==> src/rtl/booth_pkg.sv <==
// Shared types and sizing for the sequential radix-2 Booth multiplier.
package booth_pkg;

    typedef enum logic {
        IDLE = 1'b0,
        CALC = 1'b1
    } booth_state_t;

    localparam int BOOTH_N = 4;

    // Counter must hold the value N itself, hence N+1 codes.
    function automatic int booth_cnt_w(input int n);
        return $clog2(n + 1);
    endfunction

endpackage

==> src/rtl/booth_paso.sv <==
// One Booth iteration: conditional add/subtract of M, then arithmetic shift of {ACC, Q, Q-1}.
module booth_paso #(
    parameter int N = 4
) (
    input  logic [N:0]   acc,
    input  logic [N-1:0] q,
    input  logic         q_m1,
    input  logic [N:0]   m,
    output logic [N:0]   acc_nxt,
    output logic [N-1:0] q_nxt,
    output logic         q_m1_nxt
);

    logic [N:0]     sum;
    logic [2*N+1:0] shifted;

    always_comb begin
        sum = acc;
        case ({q[0], q_m1})
            2'b01:   sum = acc + m;
            2'b10:   sum = acc - m;
            default: sum = acc;
        endcase
    end

    // ACC MSB is replicated into the vacated top bit.
    assign shifted  = {sum[N], sum, q};
    assign acc_nxt  = shifted[2*N+1:N+1];
    assign q_nxt    = shifted[N:1];
    assign q_m1_nxt = shifted[0];

endmodule

==> src/rtl/booth_mult.sv <==
// Sequential radix-2 Booth multiplier: N iterations per signed NxN product, one-cycle done pulse.
module booth_mult
    import booth_pkg::*;
#(
    parameter int N = BOOTH_N
) (
    input  logic           clk,
    input  logic           rst,
    input  logic           valid,
    input  logic [N-1:0]   A,
    input  logic [N-1:0]   B,
    output logic           busy,
    output logic           done,
    output logic [2*N-1:0] product
);

    localparam int CW = booth_cnt_w(N);

    booth_state_t   state, state_nxt;
    logic [N:0]     m, acc, acc_nxt;
    logic [N-1:0]   q, q_nxt;
    logic           q_m1, q_m1_nxt;
    logic [CW-1:0]  count;
    logic           last;

    assign last = (count == CW'(1));

    booth_paso #(.N(N)) u_paso (
        .acc      (acc),
        .q        (q),
        .q_m1     (q_m1),
        .m        (m),
        .acc_nxt  (acc_nxt),
        .q_nxt    (q_nxt),
        .q_m1_nxt (q_m1_nxt)
    );

    always_ff @(posedge clk or posedge rst) begin
        if (rst) state <= IDLE;
        else     state <= state_nxt;
    end

    always_comb begin
        state_nxt = state;
        case (state)
            IDLE:    if (valid) state_nxt = CALC;
            CALC:    if (last)  state_nxt = IDLE;
            default: state_nxt = IDLE;
        endcase
    end

    always_comb begin
        busy = (state == CALC);
    end

    always_ff @(posedge clk or posedge rst) begin
        if (rst) begin
            m       <= '0;
            acc     <= '0;
            q       <= '0;
            q_m1    <= 1'b0;
            count   <= '0;
            done    <= 1'b0;
            product <= '0;
        end else begin
            done <= 1'b0;
            if (state == IDLE) begin
                if (valid) begin
                    m     <= {A[N-1], A};
                    q     <= B;
                    acc   <= '0;
                    q_m1  <= 1'b0;
                    count <= CW'(N);
                end
            end else begin
                acc   <= acc_nxt;
                q     <= q_nxt;
                q_m1  <= q_m1_nxt;
                count <= count - CW'(1);
                // The N+1-bit ACC top bit is only a sign guard; the product fits in 2N bits.
                if (last) begin
                    product <= {acc_nxt[N-1:0], q_nxt};
                    done    <= 1'b1;
                end
            end
        end
    end

endmodule

==> config.mk <==
export PLATFORM = sky130hd
export DESIGN_NAME = booth_mult
export DESIGN_NICKNAME = d
export VERILOG_FILES = /design/src/rtl/booth_pkg.sv /design/src/rtl/booth_paso.sv /design/src/rtl/booth_mult.sv
export SDC_FILE = /design/constraint.sdc
export NUM_CORES = 1
export LEC_CHECK = 0
export ABC_CLOCK_PERIOD_IN_PS = 3650
export BUFFER_PORTS_ARGS = -buffer_cell sky130_fd_sc_hd__clkbuf_2
export CORE_UTILIZATION = 25
export DETAILED_ROUTE_END_ITERATION = 10
export SLEW_MARGIN = 0
export SYNTH_ARGS = -nofsm -noshare
export SYNTH_HDL_FRONTEND = slang
export SYNTH_SLANG_ARGS = --single-unit
export TNS_END_PERCENT = 20
==> constraint.sdc <==
create_clock -name clk -period 3.65 [get_ports clk]
set_input_delay 0 -clock clk [delete_from_list [all_inputs] [get_ports clk]]
set_output_delay 0 -clock clk [all_outputs]
set_load 0.005 [all_outputs]
# After elaboration in Yosys (flattened, before gate mapping)
# Cells that the tools add are included.
[word_totals] ff_bits=27 input_bits=11 out_inout_bits=10 word_cells=32
[classes] n_addsub=3 eq_ne=3 muxes=14 bitwise_logic=1 n_reduce_logical=3
[ops] cell="$mux 5" count=2
[ops] cell="$pmux 5 s2" count=1
[ops] cell="$mux 4" count=2
[ops] cell="$mux 1" count=6
[ops] cell="$mux 3" count=2
[ops] cell="$add 5x5->5" count=1
[ops] cell="$sub 5x5->5" count=1
[ops] cell="$reduce_and 2->1" count=2
[ops] cell="$eq 3x1->1 const B" count=1
[ops] cell="$sub 3x1->3 const B" count=1
[ops] cell="$eq 2x1->1 const B" count=1
[ops] cell="$eq 2x2->1 const B" count=1
[ops] cell="$pmux 1 s2" count=1
[ops] cell="$reduce_bool 2->1" count=1
[ops] cell="$not 1->1" count=1

# Depth between registers and ports, before layout
# Gate-level depths: netlist (run 1).
[depth] depth_word=3 mapped_depth=10 ltp_nobuf=10

# Cells and area by module
# Synthesis (run 1) repeated with hierarchy kept, for this count alone.
[hier_totals] hier_cells=128 area_unflattened_um2=1471.4
[modules_own_cells] module="booth_mult" instances=1 cells_each=80 area_each_um2=1121.1 seq_area_each_um2=675.6
[modules_own_cells] module="booth_paso" instances=1 cells_each=48 area_each_um2=350.3 seq_area_each_um2=0.0

# Worst setup path before layout (run 1)
# OpenSTA, ideal clock, no wires.
[synth_timing] kind="register -> register" from="register q_m1" to="register acc[3]" setup_ns=0.125 arrival_ns=2.212 required_ns=3.525 setup_slack_ns=1.313 stages_incl_launch_ff=10 n_path_buf=0 period_less_slack_ns=2.337 path_cell_list="dfrtp_1 inv_1 ha_1 mux2_2 fa_1 nand2b_1 a21oi_2 xnor2_2 nand2b_2 mux2_4"
[synth_via] elab_chain_len=3 elab_cells_between_ends=4 classes_between="2 x eq/ne; 2 x mux"
[synth_lines] element="start, declared" line_no="booth_mult.sv:22" source="logic q_m1, q_m1_nxt;"
[synth_lines] element="start signal, assigned" line_no="booth_mult.sv:78" source="q_m1 <= q_m1_nxt;"
[synth_lines] element="$eq 2x2->1 / $eq 2x1->1 (equally long branches)" line_no="booth_paso.sv:19" source="case ({q[0], q_m1})"
[synth_lines] element="$pmux 5 s2 *" line_no="booth_paso.sv:19"
[synth_lines] element="$mux 5 *" line_no="booth_mult.sv:67" source="if (state == IDLE) begin"
[synth_lines] element="end signal, assigned" line_no="booth_mult.sv:76" source="acc <= acc_nxt;"
[synth_lines] element="end, declared" line_no="booth_mult.sv:20" source="logic [N:0] m, acc, acc_nxt;"
# Every way passes the cells marked *; elsewhere a longest branch is shown, timed or not.
# A chain may end at the register's enable or synchronous reset.

# Final worst setup path (run 1)
# Same ends and word-level chain as after synthesis.

==> impl_results.md, run 1 <==
* Core region area at 5270 um2
* Area of the multi-input gates at 667 um2
* Fin Setup TNS at 0 ns
* Die H at 77.1 um
* Setup repair after global routing missed its margin: no
* Area grow syn2layout at 17.6%
* Post-CTS Setup Bufs at 0
* Via density at 4.19
* Yosys warning count at 0
* Wire length per cell at 10.2 um
* FFs w/ async S/R, synth at 1.00
* Iter 0 DRT Violations at 56
* Vias in the first global route at 971
* Diode count at 0
* Sequential cell area at 651 um2
* PwrDens at 1040 nW/um2
* Commonest register cell after synthesis: dfrtp_1
* Commonest non-fill, non-tap cells in the layout: 26 x dfrtp_1, 21 x nand2_1, 20 x clkbuf_2
* Final hold violation count at 0
* Lkg Pwr at 0.821 nW
* Most common cell after layout, fill and taps aside: dfrtp_1
* Rows at 26
* Largest net degree at the start of global routing at 27
* Clock Tree Buf Depth at 2
* CTS tree: done
* Worst Path Arrival at 2.62 ns
* Clk sinks at 26
* Post-route ant nets at 0
* H-tree depth at 1
* CP required at 3.81 ns
* Actual slew at the worst max-slew pin at 0.970 ns
* Drt total wl at 2420 um
* Final Cycle Share at 0.674
* Worst setup SP type: flip-flop
* Clk slew on worst S/H paths at 0.09 ns
* Worst-path maximum fanout at 5
* Syn_area_per_cell at 9.73 um2
* DR pass1 iterations at 4
* IO Port Bufs at 20
* Initial antenna violation count at 0
* Slew margin rel. at 0.352
* Cell Area, Synth at 1410 um2
* Synth unique cells at 31
* Kind of critical path: reg2reg
* Final Core Density at 0.315
* EDFF count, synth at 0
* Post-detail-place hpwl at 1800 um
* Peak VDD IR at 364 uV
* Layout cell share with drive strength beyond 1 at 0.204
* Max cap viols at 0
* Crit. End Element: flip-flop
* Sequential area share after synthesis at 0.461
* Final hold slack at 0.0192 ns
* Initial Utilization at 0.268
* RePlAce Congestion at 0.756
* Post-Synth Simple-Gate Area at 0.156
* Clk_skew at 0.00123 ns
* Worst hold path class: in2reg
* Max Clk Rate at 0.407 GHz
* Yosys reg bits at 26
* Mux contribution to synthesized area at 0.0851
* Post-Synth XOR/XNOR Area at 0.0363
* Die X at 77.1 um
* Cells after Synth at 145
* Status: finished clean
* Root buffer cell: clkbuf_8
* Clock latency reported for the late side of the worst-skew pair at 0.27 ns
* Period minus WS final at 2.46 ns
* Fillers at 579
* Drc violations at 0
* CTS Buf Count at 3
* Nets@finish at 188
* GRT Total Usage at 0.0911
* Synth Area in Compound Gates at 0.110
* Main combinational cell family by area after synthesis: simple AND/OR/NAND/NOR gates
* First-pass GRT wire length at 4370 um
* Mapped Nets at 165
* Final setup fails at 0
* IO Count at 21
* Post-Synth Adder-Cell Area at 0.0851
* Remaining global-route overflow at 0
* Slew Viols, Final at 0
* Die Area at 5950 um2
* Routed vias at 993
-- where the power goes --
part,switching [W],internal (W),total [W]
registers,0.000126,0.000433,0.000559
logic,0.000497,0.000489,0.000986
clock network,0.0000898,0.0000964,0.000186
total,0.000713,0.00102,0.00173
-- synthesized netlist by cell type (3+ instances only) --
library cell / count / area [um2]
nor3_1: 3 / 15.0
a21oi_1: 7 / 35.0
mux2i_1: 6 / 60.1
nor2_1: 11 / 41.3
clkbuf_1: 3 / 11.3
nand2_1: 21 / 78.8
ha_1: 8 / 100
o31ai_1: 3 / 22.5
inv_1: 12 / 45.0
nand2b_1: 5 / 31.3
dfrtp_1: 26 / 651
o21ai_0: 9 / 45.0
nor2b_1: 3 / 18.8
mux2_2: 4 / 45.0
-- per-stage QoR --
stage	setup WS, ns	total power, W	std cells	area [um2]
after detailed placement	1.20	0.00156	228	1560
after CTS	1.17	0.00176	237	1660
final	1.19	0.00173	237	1660
after floorplan	1.31	0.00137	145	1410
after global placement	1.24	0.00155	228	1560
after global routing	1.02	0.00194	237	1660
-- worst paths after layout --
path,startpoint,end,slack [ns],cells past startpoint
setup reg to reg,q_m1$_DFFE_PP0P_,acc[3]$_DFFE_PP0P_,1.19,9
setup / recovery,q_m1$_DFFE_PP0P_,acc[3]$_DFFE_PP0P_,1.19,9
hold reg to reg,count[2]$_DFFE_PP0P_,count[2]$_DFFE_PP0P_,0.48,1
max in group asynchronous,rst,product[7]$_DFFE_PP0P_,2.59,3
hold / removal,B[1],q[1]$_DFFE_PP0P_,0.02,3
min in group asynchronous,rst,q[2]$_DFFE_PP0P_,0.48,3
-- final cells by class --
class | instances | share of cell area
sequential | 26 | 0.392
clock buffer | 4 | 0.0332
tap | 70 | 0.0528
timing repair buffer | 25 | 0.0904
inverter | 13 | 0.0301
multi-input combinational | 99 | 0.402
-- worst max-delay path: stages, from the launching register on --
cell,delay [ns]
dfrtp_1,0.38
inv_1,0.07
ha_1,0.23
mux2_2,0.39
fa_1,0.42
nand2b_1,0.17
a21oi_2,0.17
xnor2_2,0.16
nand2b_2,0.08
mux2_4,0.29
-- what timing repair did --
action,4_1_cts,5_1_grt
gates resized for setup,0,0
endpoints found under the hold margin,30,0
hold buffers,5,0
-- layer usage --
layer | vias to the layer above | part of all wire | track usage
li1 | 526 | - | -
met1 | 437 | 0.54 | 0.128
met2 | 28 | 0.41 | 0.140
met3 | 2 | 0.040 | 0.0143
met4 | 0 | 0.0050 | 0.0340
met5 | - | 0 | 0
-- logic make-up (layout without fill, tap and decap cells) --
logic type / Yosys count / count (layout)
AND/OR/NAND/NOR: 48 / 48
AO/OA/AOI/OAI: 26 / 26
flip-flops: 26 / 26
buffers and inverters: 20 / 42
multiplexers: 11 / 11
adder cells (fa/ha/maj): 9 / 9
XOR/XNOR: 5 / 5
-- state kept, by name (all words and copies together), names as in the netlist --
name,flops
acc,4
busy,1
count,3
done,1
m,4
product,8
q,4
q_m1,1
Power figures use the tool's default switching activity.
==> inputs of run 2 (changes only) <==
--- a/config.mk
+++ b/config.mk
@@ -5,7 +5,7 @@
 export SDC_FILE = /design/constraint.sdc
 export NUM_CORES = 1
 export LEC_CHECK = 0
-export ABC_CLOCK_PERIOD_IN_PS = 3650
+export ABC_CLOCK_PERIOD_IN_PS = 2000
 export BUFFER_PORTS_ARGS = -buffer_cell sky130_fd_sc_hd__clkbuf_2
 export CORE_UTILIZATION = 25
 export DETAILED_ROUTE_END_ITERATION = 10
==> constraint.sdc (replaced) <==
create_clock -name clk -period 2 [get_ports clk]
set_input_delay 0 -clock clk [delete_from_list [all_inputs] [get_ports clk]]
set_output_delay 0 -clock clk [all_outputs]
set_load 0.005 [all_outputs]
==> run 2 against run 1 <==
Compared with the run above:
- the flow now finishes with violations (negative setup slack)
- clock-buffer cell count is 1 lower
- cell area is 12% higher
- critical path depth stayed put
- core utilization is 3.8 points higher
- sequential cell count stayed put
- clock power is 140% higher
- clock skew is 0.0061 ns higher
- cell count is 7.6% higher
==> impl_results.md, run 2 (synthesis results as in run 1) <==
* Die X at 77.1 um
* Most flop-heavy register: product
* Diode count at 0
* Actual slew at the worst max-slew pin at 0.330 ns
* Placed Cells incl. Taps at 244
* Period minus WS final at 2.21 ns
* Most common cell after layout, fill and taps aside: dfrtp_1
* Largest net degree at the start of global routing at 27
* Drt total wl at 2650 um
* CTS tree: done
* Initial Utilization at 0.268
* H-tree depth at 1
* Tot Pwr at 0.00384 W
* Nets@finish at 206
* Die Area at 5950 um2
* Clk slew on worst S/H paths at 0.10 ns
* Clk sinks at 26
* Clock Tree Buf Depth at 2
* Finished Layout Cells at 255
* Worst slack at placement at -0.243 ns
* CP required at 2.17 ns
* Crit. End Element: flip-flop
* Final setup fails at 3
* PwrDens at 2060 nW/um2
* Worst setup SP type: flip-flop
* RePlAce Congestion at 0.705
* Core region area at 5270 um2
* Iter 0 DRT Violations at 64
* Commonest non-fill, non-tap cells in the layout: 26 x dfrtp_1, 21 x nand2_1, 20 x clkbuf_2
* DR pass1 iterations at 4
* Clock latency reported for the late side of the worst-skew pair at 0.27 ns
* Final Cycle Share at 1.10
* Worst Path Arrival at 2.38 ns
* Max Clk Rate at 0.453 GHz
* IO Count at 21
* Wire length per cell at 10.4 um
* Root buffer cell: clkbuf_8
* Critical path's slowest cell: dfrtp_1
* Drc violations at 0
* GRT Total Usage at 0.0987
* Peak VDD IR at 612 uV
* Via density at 4.16
* Final Core Density at 0.354
* Worst-path maximum fanout at 2
* Worst path cell trace: inv_2 > ha_4 > mux2_4 > fa_2 > nand2b_4 > a21oi_4 > xnor2_2 > nand2b_2 > mux2_4
* Post-detail-place hpwl at 1950 um
* Kind of critical path: reg2reg
* IO Port Bufs at 20
* Fin Setup TNS at -0.353 ns
* Slew Viols, Final at 0
* Failing checks: negative setup slack
* Post-route ant nets at 0
* First-pass GRT wire length at 4600 um
* Vias in the first global route at 989
* Worst hold path class: in2reg
* Rows at 26
* Clk_skew at 0.00735 ns
* Die H at 77.1 um
* Routed vias at 1061
* CTS Buf Count at 3
* Lkg Pwr at 0.924 nW
* CP max stage delay at 0.39 ns
* Initial antenna violation count at 0
* Slew margin rel. at 0.780
* Critical path's most frequent cell: mux2_4
* Final Worst Setup Slack at -0.209 ns
* Flop2flop setup slack at -0.21 ns
* Status: finished, violations left
* Area grow syn2layout at 32.0%
* Max cap viols at 0
* Setup repair after global routing missed its margin: yes
* Final hold violation count at 0
* Layout cell share with drive strength beyond 1 at 0.330
* Max reg flops at 8
* Remaining global-route overflow at 0
==> run 2: changes by cell type in the layout (fill, tap and decap cells not counted), moves of 2 or more <==
| cell | change |
|---|---|
| a21oi_1 | -2 |
| buf_4 | +18 |
| ha_1 | -2 |
| inv_1 | -2 |
| inv_2 | +2 |
==> run 2: critical path, delay by kind of cell, from the launching register on <==
| family | cells | cell delay, ns |
|---|---|---|
| multiplexers | 2 | 0.57 |
| adder cells (fa/ha/maj) | 2 | 0.54 |
| flip-flops | 1 | 0.39 |
| AND/OR/NAND/NOR | 2 | 0.23 |
| AO/OA/AOI/OAI | 1 | 0.15 |
| XOR/XNOR | 1 | 0.15 |
| buffers and inverters | 1 | 0.08 |
==> run 2: timing repair <==
action | CTS | global route
hold buffers | 5 | 0
endpoints found under the setup margin | 6 | 7
buffers inserted | 1 | 1
endpoints found under the hold margin | 30 | 0
gates resized for setup | 5 | 2
pin swaps | 6 | 5
==> run 2: layer usage <==
metal | GRT usage | vias up | wire length [um]
li1 | - | 559 | -
met1 | 0.137 | 477 | 1390
met2 | 0.143 | 23 | 1120
met3 | 0.0333 | 2 | 114
met4 | 0.0283 | 0 | 23
met5 | 0 | - | 0
==> run 2: final cells by class <==
type / count / area (um2)
fill: 553 / 3410
multi-input combinational: 99 / 718
sequential: 26 / 651
timing repair buffer: 43 / 285
tap: 70 / 87.6
inverter: 13 / 50.0
clock buffer: 3 / 41.3
clock inverter: 1 / 30.0
==> run 2: metrics by stage <==
| step | hold slack (ns) | area [um2] |
|---|---|---|
| floorplan | 0.0400 | 1440 |
| global placement | 0.0557 | 1700 |
| detailed placement | 0.0608 | 1700 |
| CTS | 0.000309 | 1850 |
| global route | 0.0321 | 1860 |
| finish | 0.00814 | 1860 |
==> run 2: power by group <==
group	switching, W	leakage (nW)	total, W	internal, W
Combinational	0.00118	0.570	0.00245	0.00127
Sequential	0.000160	0.318	0.000951	0.000791
Clock	0.000171	0.0357	0.000439	0.000268
Total	0.00151	0.924	0.00384	0.00233
==> run 2: worst paths after layout <==
kind                       depth (start not counted)              startpoint                     end
max in group asynchronous                          4                     rst        m[2]$_DFFE_PP0P_
setup / recovery                                   9        m[1]$_DFFE_PP0P_      acc[3]$_DFFE_PP0P_
hold reg to reg                                    2  product[2]$_DFFE_PP0P_  product[2]$_DFFE_PP0P_
setup reg to reg                                   9        m[1]$_DFFE_PP0P_      acc[3]$_DFFE_PP0P_
hold / removal                                     3                    B[3]        q[3]$_DFFE_PP0P_
min in group asynchronous                          4                     rst        q[2]$_DFFE_PP0P_
==> inputs of run 3 (changes only) <==
--- a/config.mk
+++ b/config.mk
@@ -12,5 +12,6 @@
 export SLEW_MARGIN = 0
 export SYNTH_ARGS = -nofsm -noshare
 export SYNTH_HDL_FRONTEND = slang
+export SYNTH_HIERARCHICAL = 1
 export SYNTH_SLANG_ARGS = --single-unit
 export TNS_END_PERCENT = 20
==> run 3 against run 2 <==
Compared with the run above:
- the run still ends with negative setup slack left
- sequential share of layout area up 1.3 points
- sequential cell count increased by 1
- via count decreased by 8.0%
- cell area unchanged
- highest routed layer unchanged
- register-to-register slack worse by 0.30 ns
- clock skew fell by 0.0021 ns
- critical path type unchanged
- global-route usage is 0.27 points lower
- maximum frequency fell by 12%
==> impl_results.md, run 3 <==
* Rows at 27
* Worst Path Arrival at 2.68 ns
* Peak VDD IR at 876 uV
* Initial antenna violation count at 0
* Area of the multi-input gates at 741 um2
* Setup repair after global routing missed its margin: yes
* Layout cell share with drive strength beyond 1 at 0.417
* Die X at 78.7 um
* Drc violations at 0
* CP required at 2.17 ns
* Most frequent cells after synthesis: 27 x dfrtp_1, 11 x inv_1, 10 x nand2_1, 9 x mux2_4, 8 x ha_1
* Actual slew at the worst max-slew pin at 0.402 ns
* First-pass GRT wire length at 4610 um
* Via density at 4.15
* Most flop-heavy register: product
* IO Port Bufs at 20
* Commonest non-fill, non-tap cells in the layout: 27 x dfrtp_1, 20 x clkbuf_2, 16 x buf_4
* Crit. End Element: flip-flop
* CTS tree: done
* Status: finished, violations left
* Clk sinks at 27
* GRT Total Usage at 0.0960
* Period minus WS final at 2.50 ns
* Syn_area_per_cell at 11.5 um2
* Sequential cell area at 676 um2
* Mapped Nets at 148
* Clock Tree Buf Depth at 2
* Top flop regs: product (8), acc (5)
* Max Clk Rate at 0.399 GHz
* Die H at 78.7 um
* Initial Utilization at 0.264
* Synth unique cells at 30
* Final hold slack at 0.0208 ns
* Remaining global-route overflow at 0
* Routed vias at 976
* EDFF count, synth at 0
* Post-detail-place hpwl at 1960 um
* Count leader, synth: dfrtp_1
* Fillers at 587
* Wire length per cell at 11.3 um
* Post-route ant nets at 0
* Nets@finish at 184
* Top cells by area, synth: dfrtp_1 46%, mux2_4 9.2%, ha_1 6.8%
* Die Area at 6200 um2
* Core region area at 5570 um2
* Commonest register cell after synthesis: dfrtp_1
* IO Count at 21
* DR pass1 iterations at 4
* RePlAce Congestion at 0.705
* H-tree depth at 1
* Iter 0 DRT Violations at 22
* Vias in the first global route at 965
* Diode count at 0
* Final Core Density at 0.334
* Cell Area, Synth at 1470 um2
* Worst-path maximum fanout at 3
* Drt total wl at 2650 um
* Clock latency reported for the late side of the worst-skew pair at 0.28 ns
* Max reg flops at 8
* Area grow syn2layout at 26.6%
* Final setup fails at 7
* Kind of critical path: reg2reg
* Met2 GRT Util at 0.149
* Global routing met1 resource utilization at 0.126
* Root buffer cell: clkbuf_8
* Lkg Pwr at 0.895 nW
* Yosys warning count at 6
* Clk slew on worst S/H paths at 0.09 ns
* Cells after Synth at 128
* Final hold violation count at 0
* Clk_skew at 0.00526 ns
* Slew margin rel. at 0.731
* PwrDens at 1990 nW/um2
* CTS Buf Count at 3
* Failing checks: negative setup slack
* Yosys reg bits at 27
* Max cap viols at 0
* FFs w/ async S/R, synth at 1.00
* Slew Viols, Final at 0
* Largest net degree at the start of global routing at 28
* Met3 global-route usage at 0.0287
* Fraction of synthesized cell area taken by the top area cell type at 0.459
* Most common cell after layout, fill and taps aside: dfrtp_1
* Sequential area share after synthesis at 0.459
* Worst hold path class: in2reg
* Worst setup SP type: flip-flop
* Final Cycle Share at 1.25
* Biggest area consumer among synthesized cells: dfrtp_1
* Final Worst Setup Slack at -0.504 ns
* GRT busiest layer: met2
## run 3: cell count changes after synthesis, moves of 5 or more
cell | before | now
nand2_1 | 21 | 10
nor2_1 | 11 | 5
buf_4 | 0 | 6
a21oi_1 | 7 | 2
mux2_4 | 1 | 9
## run 3: path summary, 6_finish.rpt
check	start	to	slack, ns	cells past startpoint
setup reg to reg	m[1]$_DFFE_PP0P_	product[7]$_DFFE_PP0P_	-0.50	10
min in group asynchronous	rst	product[2]$_DFFE_PP0P_	0.30	4
hold reg to reg	product[7]$_DFFE_PP0P_	product[7]$_DFFE_PP0P_	0.52	1
setup / recovery	m[1]$_DFFE_PP0P_	product[7]$_DFFE_PP0P_	-0.50	10
hold / removal	B[0]	q[0]$_DFFE_PP0P_	0.02	3
max in group asynchronous	rst	m[1]$_DFFE_PP0P_	1.44	4
## run 3: final cells by class
class                      count  area share
multi-input combinational     80       0.398
sequential                    27       0.363
timing repair buffer          41       0.145
tap                           72      0.0484
clock buffer                   4      0.0242
inverter                      11      0.0222
## run 3: per-stage QoR
stage	total power, W	TNS, ns	instance area, um2	setup slack, ns	instances
5_1_grt	0.00410	-2.34	1860	-0.592	235
2_1_floorplan	0.00269	-1.34	1500	-0.475	128
3_3_place_gp	0.00319	-1.39	1720	-0.414	224
3_5_place_dp	0.00325	-1.60	1720	-0.452	224
6_report	0.00371	-1.58	1860	-0.504	235
4_1_cts	0.00361	-1.51	1820	-0.465	233
## run 3: repair_timing
| item | CTS | global route |
|---|---|---|
| hold endpoints to repair | 31 | 0 |
| hold buffers | 5 | 0 |
| setup buffers | 0 | 2 |
| resized for setup | 2 | 7 |
| pin swaps | 3 | 2 |
| endpoints found under the setup margin | 7 | 9 |
## run 3: power breakdown
part / internal (W) / switching, W / total (W)
combinational: 0.00137 / 0.000996 / 0.00236
clock: 0.000143 / 0.000174 / 0.000317
sequential: 0.000823 / 0.000208 / 0.00103
## run 3: critical path, cell delays in order, from the launching register on
cell     delay [ns]
dfrtp_1        0.39
inv_2          0.07
ha_4           0.19
mux2_4         0.28
fa_2           0.40
nor2b_2        0.14
o21ai_2        0.07
nor3b_2        0.15
mux2_4         0.29
xor2_4         0.16
mux2_4         0.25
## run 3: kinds of logic after synthesis
family | count (synthesis) | synth area share
AND/OR/NAND/NOR | 24 | 0.0799
adder cells (fa/ha/maj) | 9 | 0.0816
flip-flops | 27 | 0.459
multiplexers | 20 | 0.173
buffers and inverters | 21 | 0.0765
XOR/XNOR | 6 | 0.0408
AO/OA/AOI/OAI | 21 | 0.0893
## run 3: per-layer routing
layer / up-vias / wire length, um
met1: 461 / 1310
met3: 2 / 113
met2: 17 / 1190
met4: 0 / 34
li1: 496 / -
met5: - / 0
